## src/rtl/rtype_exec_wb.sv

```systemverilog
// rtype_exec_wb: two-stage RV32I R-type execute/write-back unit.
// It accepts an instruction word, reads the register file (with bypass from
// the instruction currently being executed), evaluates the ALU, writes back,
// and presents the retired result, one-hot write mask and retire count.
// Optional feature: define RTYPE_MULDIV_EN to also accept MUL, MULH, MULHSU
// and MULHU (funct7 0000001, funct3 000-011).
module rtype_exec_wb #(
  parameter int XLEN = 32
) (
  input  logic            clk,
  input  logic            rst,
  input  logic            ins_valid,
  input  logic [31:0]     ins,
  output logic            ins_ready,
  output logic [XLEN-1:0] op1,
  output logic [XLEN-1:0] op2,
  output logic [XLEN-1:0] res,
  output logic [XLEN-1:0] wrt,
  output logic            wb_valid,
  output logic            illegal,
  output logic [31:0]     retire_cnt
);

  typedef enum logic [1:0] {K_BASE, K_ALT, K_MUL} kind_t;

  localparam logic [6:0] OPC_OP = 7'b0110011;

  // Base integer ops; alt selects SUB over ADD and SRA over SRL.
  function automatic logic [XLEN-1:0] base_alu(input logic alt, input logic [2:0] f3,
                                               input logic [XLEN-1:0] a,
                                               input logic [XLEN-1:0] b);
    logic signed [XLEN-1:0] sa;
    logic signed [XLEN-1:0] sb;
    logic [4:0]             sh;
    logic [XLEN-1:0]        r;
    sa = a;
    sb = b;
    sh = b[4:0];
    r  = '0;
    case (f3)
      3'b000: r = alt ? (a - b) : (a + b);
      3'b001: r = a << sh;
      3'b010: r = {{(XLEN-1){1'b0}}, (sa < sb)};
      3'b011: r = {{(XLEN-1){1'b0}}, (a < b)};
      3'b100: r = a ^ b;
      3'b101: begin
        // Kept as separate assignments so the signed shift is not pulled
        // into an unsigned expression context.
        if (alt) r = sa >>> sh;
        else     r = a >> sh;
      end
      3'b110: r = a | b;
      default: r = a & b;
    endcase
    return r;
  endfunction

`ifdef RTYPE_MULDIV_EN
  // Multiply family: operands are extended to 2*XLEN with the signedness of
  // each variant, so one unsigned product yields the correct bit pattern.
  function automatic logic [XLEN-1:0] mul_alu(input logic [1:0] sel,
                                              input logic [XLEN-1:0] a,
                                              input logic [XLEN-1:0] b);
    logic [2*XLEN-1:0] pa;
    logic [2*XLEN-1:0] pb;
    logic [2*XLEN-1:0] prod;
    pa   = {{XLEN{a[XLEN-1] & (sel != 2'b11)}}, a};
    pb   = {{XLEN{b[XLEN-1] & (sel == 2'b01)}}, b};
    prod = pa * pb;
    return (sel == 2'b00) ? prod[XLEN-1:0] : prod[2*XLEN-1:XLEN];
  endfunction
`endif

  function automatic logic [XLEN-1:0] alu(input kind_t kind, input logic [2:0] f3,
                                          input logic [XLEN-1:0] a,
                                          input logic [XLEN-1:0] b);
`ifdef RTYPE_MULDIV_EN
    if (kind == K_MUL) return mul_alu(f3[1:0], a, b);
`endif
    return base_alu(kind == K_ALT, f3, a, b);
  endfunction

  logic [XLEN-1:0] rf [32];

  logic [6:0] opc_d;
  logic [6:0] f7_d;
  logic [2:0] f3_d;
  logic [4:0] rd_d;
  logic [4:0] rs1_d;
  logic [4:0] rs2_d;
  logic       legal_d;
  kind_t      kind_d;
  logic       accept;

  logic            vld_p1;
  logic [4:0]      rd_p1;
  kind_t           kind_p1;
  logic [2:0]      f3_p1;
  logic [XLEN-1:0] alu_p1;

  logic            vld_p2;
  logic [4:0]      rd_p2;
  logic [XLEN-1:0] res_p2;

  logic [XLEN-1:0] rs1_val;
  logic [XLEN-1:0] rs2_val;

  assign opc_d  = ins[6:0];
  assign rd_d   = ins[11:7];
  assign f3_d   = ins[14:12];
  assign rs1_d  = ins[19:15];
  assign rs2_d  = ins[24:20];
  assign f7_d   = ins[31:25];
  assign accept = ins_valid && ins_ready;

  // Decode legality and op class of the incoming word.
  always_comb begin
    legal_d = 1'b0;
    kind_d  = K_BASE;
    if (opc_d == OPC_OP) begin
      if (f7_d == 7'b0000000) begin
        legal_d = 1'b1;
      end else if (f7_d == 7'b0100000 && (f3_d == 3'b000 || f3_d == 3'b101)) begin
        legal_d = 1'b1;
        kind_d  = K_ALT;
      end
`ifdef RTYPE_MULDIV_EN
      else if (f7_d == 7'b0000001 && !f3_d[2]) begin
        legal_d = 1'b1;
        kind_d  = K_MUL;
      end
`endif
    end
  end

  // The instruction held in S1 is evaluated here; its result is both the
  // write-back value and the bypass source for the next accepted word.
  assign alu_p1 = alu(kind_p1, f3_p1, op1, op2);

  // Operand read: x0 is hard zero, then bypass, then the register file.
  always_comb begin
    rs1_val = rf[rs1_d];
    rs2_val = rf[rs2_d];
    if (rs1_d == 5'd0)                       rs1_val = '0;
    else if (vld_p1 && rd_p1 == rs1_d)       rs1_val = alu_p1;
    if (rs2_d == 5'd0)                       rs2_val = '0;
    else if (vld_p1 && rd_p1 == rs2_d)       rs2_val = alu_p1;
  end

  // Register file: reset to xi = i; written as the S1 instruction executes.
  always_ff @(posedge clk or posedge rst) begin
    if (rst) begin
      for (int i = 0; i < 32; i++) rf[i] <= XLEN'(i);
    end else if (vld_p1 && rd_p1 != 5'd0) begin
      rf[rd_p1] <= alu_p1;
    end
  end

  // Control, valids and observable outputs.
  always_ff @(posedge clk or posedge rst) begin
    if (rst) begin
      ins_ready  <= 1'b0;
      vld_p1     <= 1'b0;
      vld_p2     <= 1'b0;
      wb_valid   <= 1'b0;
      illegal    <= 1'b0;
      retire_cnt <= '0;
      op1        <= '0;
      op2        <= '0;
      res        <= '0;
      wrt        <= '0;
    end else begin
      ins_ready <= 1'b1;
      // accept -> S1 (decode/read)
      vld_p1    <= accept && legal_d;
      illegal   <= accept && !legal_d;
      if (accept && legal_d) begin
        op1 <= rs1_val;
        op2 <= rs2_val;
      end
      // S1 -> S2 (execute)
      vld_p2    <= vld_p1;
      // S2 -> retire
      wb_valid  <= vld_p2;
      if (vld_p2) begin
        res        <= res_p2;
        wrt        <= (rd_p2 == 5'd0) ? '0 : (XLEN'(1) << rd_p2);
        retire_cnt <= retire_cnt + 32'd1;
      end
    end
  end

  // Datapath registers; qualified by the valids above, so no reset needed.
  always_ff @(posedge clk) begin
    // accept -> S1
    if (accept && legal_d) begin
      rd_p1   <= rd_d;
      kind_p1 <= kind_d;
      f3_p1   <= f3_d;
    end
    // S1 -> S2
    if (vld_p1) begin
      rd_p2  <= rd_p1;
      res_p2 <= alu_p1;
    end
  end

endmodule

```

## config.mk

```make
export PLATFORM = sky130hd
export DESIGN_NAME = rtype_exec_wb
export DESIGN_NICKNAME = d
export VERILOG_FILES = /design/src/rtl/rtype_exec_wb.sv
export SDC_FILE = /design/constraint.sdc
export NUM_CORES = 2
export LEC_CHECK = 0
export CORE_MARGIN = 2
export CORE_UTILIZATION = 50
export DETAILED_ROUTE_END_ITERATION = 10
export PLACE_DENSITY_LB_ADDON = 0.3
export SYNTH_ARGS = -nofsm -noshare
export SYNTH_HDL_FRONTEND = slang
export SYNTH_SLANG_ARGS = --single-unit
```

## constraint.sdc

```tcl
create_clock -name clk -period 46.4 [get_ports clk]
set_clock_uncertainty 0.1 [all_clocks]
set_input_delay 9.28 -clock clk [delete_from_list [all_inputs] [get_ports clk]]
set_output_delay 9.28 -clock clk [all_outputs]
set_load 0.005 [all_outputs]
```

[Word-level counts from Yosys, hierarchy flattened]
Cells that the tools add are included.
Storage, ports and cells
  register bits: 1236
  bits of input ports: 35
  output and inout bits: 163
  logic and storage cells: 118
Operators by class
  $add $sub $neg: 3
  $lt $le $gt $ge: 6
  eq/ne operators: 12
  shift operators: 4
  muxes and demuxes: 21
  bitwise operators: 7
  reductions and logical operators: 18
Operators with widths (number)
  bitwise mux 1024 bit: 1
  two-way mux 32 bit: 12
  binary-select mux 32 bit (select 5 bit): 2
  case mux 32 bit (7 select lines): 1
  demux 32 bit (select 5 bit): 1
  < comparator 32 bit: 2
  adder 32 x 1 -> 32 bit (second input constant): 1
  adder 32 bit: 1
  bitwise AND 32 bit: 1
  OR 32 bit: 1
  left shift 1 x 5 -> 32 bit (first input constant): 1
  left shift 32 x 5 -> 32 bit: 1
  >> shifter 32 x 5 -> 32 bit: 1
  >>> shifter 32 x 5 -> 32 bit: 1
  subtractor 32 bit: 1
  XOR 32 bit: 1
  greater-or-equal comparator 6 bit (second input constant): 3
  NOT 5 -> 6 bit: 3
  zero test 5 bit: 3
  equality test 7 x 6 -> 1 bit (second input constant): 2
  equality test 3 bit (second input constant): 4
  equality test 5 bit: 2
  logical AND 1 bit: 8
  zero test 7 bit: 1
  other kinds (11): 16

[Depth between registers and ports, before layout]
  word-level depth: 8
  gate-level depth with buffers: 16

[Least setup slack after synthesis]
Ideal clock, no wire load.
  path kind: input-to-reg
  start: input port ins[16]
  end: register op1[5]
  arrival: 12.020 ns
  data required time: 46.174 ns
  slack: 34.154 ns
  cell stages on the path: 9
  buffers on the path: 4
  path through: clkbuf_1 clkbuf_1 buf_1 clkbuf_1 mux4_2 mux4_2 mux2i_1 nor2_1 a221o_1
Between the ends
  word-level cells in the longest chain between the ends: 6
  elaborated cells on any way between the ends: 9
  classes of those cells: eq/ne: 1; mux: 5; bitwise: 1; reduce/logical: 2
RTL lines
  start: declaration: RTL line 13  | input logic [31:0] ins,
  NOT 5 -> 6 bit (not written as such): RTL line 142  | rs1_val = rf[rs1_d];
  binary-select mux 32 bit (select 5 bit): RTL line 142
  two-way mux 32 bit (not written as such) (2 in a row): RTL line 142
  two-way mux 32 bit: RTL line 145  | else if (vld_p1 && rd_p1 == rs1_d) rs1_val = alu_p1;
  two-way mux 32 bit (*): RTL line 144  | if (rs1_d == 5'd0) rs1_val = '0;
  end signal: assignment: RTL line 178  | op1 <= rs1_val;
  end: declaration: RTL line 15  | output logic [XLEN-1:0] op1,
Mark *: on every way between the ends. The rest lies on a longest branch, timed or not. The select of a mux whose other input is x is not followed.
A chain may end at the register's enable or synchronous reset.

[Final worst setup path]
  start: input port ins[16]
  end: register op1[10]
The elaborated chain is that of the path after synthesis.

==> out/summary.txt <==
status = completed
HP Class = register to register
Sequential Area = 0.0312 mm2
Hold Crit Depth = 0
# port buffers = 197
routed length per placed instance = 29.5 um
fin crit period = 13300 ps
CTS max path bufs = 3
synth unique cells = 91
dpl ws = 32430 ps
depth of the most critical reg-to-reg path = 12
syn avg cell area = 11.5 um2
gr ovfl total = 0
synthesis-to-finish area growth = 10.5%
Leak = 32.6 nW
Die Y = 379 um
later-pin clock latency in the skew report = 780 ps
worst-path cell chain = buf_8, buf_4, buf_4, buf_4, mux4_2, mux4_2, mux2i_1, nor2_1, a21oi_1, o21ai_0
number of global-route vias before repair = 52416
initial antenna violation count = 12
cts bufs inserted = 121
crit-path max FO = 86
DP HPWL = 139000 um
WP data required = 46900 ps
DIE AREA = 0.144 mm2
Inst Count DP = 7659
Net Count, Synth = 6225
gpl congestion = 1.04
Tcrit/Tclk final = 28.7%
share of cells above drive strength 1 = 23.9%
Starting Density = 50.4%
largest net degree at the start of global routing = 202
Post-CTS Setup Bufs = 0
FMAX = 75.2 MHz
Critical Path Max Stage Delay = 770 ps
number of remaining DRC errors = 0
flops & latches, synth = 1235
hold violation count in the final report = 0
max-slew violations = 0
Detail Route Antenna Nets = 0
Relative slew margins = 12.4%
Starting DRT DRC Count = 7101
Die Span X = 379 um
Synthesis Warnings = 0
Max-cap violations = 0
Layout Nets = 6041
Worst Path Arrival = 13800 ps
Hold Startpoint = rf[1008]
Async SR Flop Fraction = 96.3%
clock sinks = 1235
DRT Wirelength = 233000 um
Reg-to-Reg Start = op2[1]
Synth Flop Type = dfrtp_1
Clock transition at path regs = 60 ps
PostCTS Resize Cnt = 0
Top Ports = 198
Syn Inst Count = 6090
final worst slack = 33100 ps
CP Launch Type = input port
fill cell count = 11631
EDFF count, synth = 46
Final Non-Filler Cells = 7893
First-pass DRT Iterations = 8
Crit-path slowest cell = buf_4
Core Area = 0.140 mm2
worst-margin pin slew = 1310 ps
RSZ-0062 raised after global routing = false
vias per inst = 6.72
standard-cell rows = 137
register area share after synthesis = 44.4%
setup_tns = 0 ps
H-tree levels = 3
reg2reg setup slack = 40130 ps
Worst Setup End Kind = register
Setup CP Type = input port to register
Power Density = 28.4 mW/mm2
commonest non-fill, non-tap cell in the layout = dfrtp_1
Post-CTS Hold Fix Bufs = 0
critical path's most frequent cell = buf_4
Max rail drop VDD = 0.0341 mV
first-pass GRT wire length = 345000 um
RR Endpoint = res_p2[31]
GRT Total Usage = 32.6%
final number of setup-violating endpoints = 0
Post-Syn Area = 0.0703 mm2
TritonCTS clock tree = built
Worst Path Buf+Inv = 4
Vias = 53065
WHS Endpoint = rf[1008]
commonest cells after routing, fill and taps aside = 1103 x dfrtp_1, 929 x nand2_1, 811 x o21ai_0
multi-input gate area in the final layout = 0.0362 mm2
kind of cell adding the most delay to the critical path = buffers and inverters
clock root buffer = clkbuf_16
synth_stat cells, drive strengths merged (11+ instances only):
cell     number  area share (%)
a22o         15            0.19
ha           98             1.7
nand4        12            0.11
o221ai       19            0.24
a31oi        23            0.20
mux2i       127             1.8
xor2         22            0.27
a2111oi      11            0.15
o21ai       822             5.9
dfrtp      1109              39
a21o         27            0.29
a221o        12            0.17
clkbuf      468             2.5
o31ai        83            0.89
o21a         12            0.13
a211oi       39            0.43
a22oi        19            0.20
nor2        219             1.2
and2         14            0.12
nor4         11           0.098
o41ai        35            0.44
a21oi       152             1.1
nor2b        15            0.13
mux4        688              22
buf         165             1.3
mux2        252             4.0
o21bai       11            0.12
dfstp        80             3.0
o211ai       20            0.21
nor3         45            0.33
nand3        31            0.22
and3         17            0.15
o22ai        51            0.45
nand2       960             5.1
edfxtp       46             2.0
xnor2        34            0.42
a311oi       12            0.16
nand2b       37            0.33
inv         159            0.85
or3          12            0.11
worst max-delay path by stage:
stage	startpoint	endpoint	depth (start not counted)
2_1_floorplan	rst	illegal	1
3_3_place_gp	ins[16]	op1[11]	10
3_5_place_dp	ins[16]	op1[18]	10
4_1_cts	ins[16]	op1[18]	10
5_1_grt	ins[16]	op1[18]	10
6_report	ins[16]	op1[10]	10
where the power goes:
group	total (mW)	switching [mW]	internal (mW)
registers	1.08	0.0000789	1.08
logic	0.0859	0.0587	0.0273
clock network	1.03	0.445	0.589
worst reg2reg max path: cells and delay by family (launching register included):
kind,cells,cell delay [ps]
and+or+nand+nor,2,780
buffers and inverters,3,1070
DFF,1,760
AOI/OAI and AO/OA,6,2910
adders and majority gates,1,270
flip-flops by register name (all words and copies together), names as in the netlist:
name        count
vld_p2          1
rd_p1           5
wrt            32
res_p2         32
vld_p1          1
retire_cnt     32
wb_valid        1
f3_p1           3
kind_p1         1
op2            32
rd_p2           5
illegal         1
op1            32
ins_ready       1
res            32
rf           1024
cell families after synthesis:
kind of cell | count (synthesis) | share of synthesized area (%)
other | 1 | 0.00534
xor gates and xnor gates | 56 | 0.698
buffers and inverters | 792 | 4.68
and+or+nand+nor | 1408 | 8.29
adders and majority gates | 100 | 1.80
muxes | 1067 | 27.9
AOI/OAI and AO/OA | 1431 | 12.2
DFF | 1235 | 44.4
cell type report:
cell class | count | area share [%]
clock inverter | 42 | 0.796
clock buffer | 187 | 4.57
tap | 1876 | 3.02
antenna | 5 | 0.0161
multi-input combinational | 4063 | 46.7
inverter | 159 | 0.778
sequential | 1235 | 40.2
timing repair buffer | 326 | 3.91
layer usage:
| layer | global-route usage, % | up-vias | wire length [um] |
|---|---|---|---|
| met3 | 7.75 | 732 | 24100 |
| met4 | 16.4 | 14 | 13100 |
| met2 | 49.1 | 2987 | 105000 |
| li1 | - | 22132 | - |
| met1 | 44.4 | 27200 | 90700 |
| met5 | 0 | - | 87 |
through the flow:
step | util, % | total power, mW | hold slack [ps] | cell area (um2)
after floorplan | - | 1.17 | 272 | 70300
after CTS | 55.6 | 2.21 | 297 | 77600
after global placement | 52.7 | 1.19 | 276 | 73500
after global routing | 55.6 | 2.26 | 308 | 77600
final | 55.7 | 2.20 | 295 | 77700
after detailed placement | 52.7 | 1.19 | 282 | 73500
Note: power is estimated with default switching activity, not from simulation.
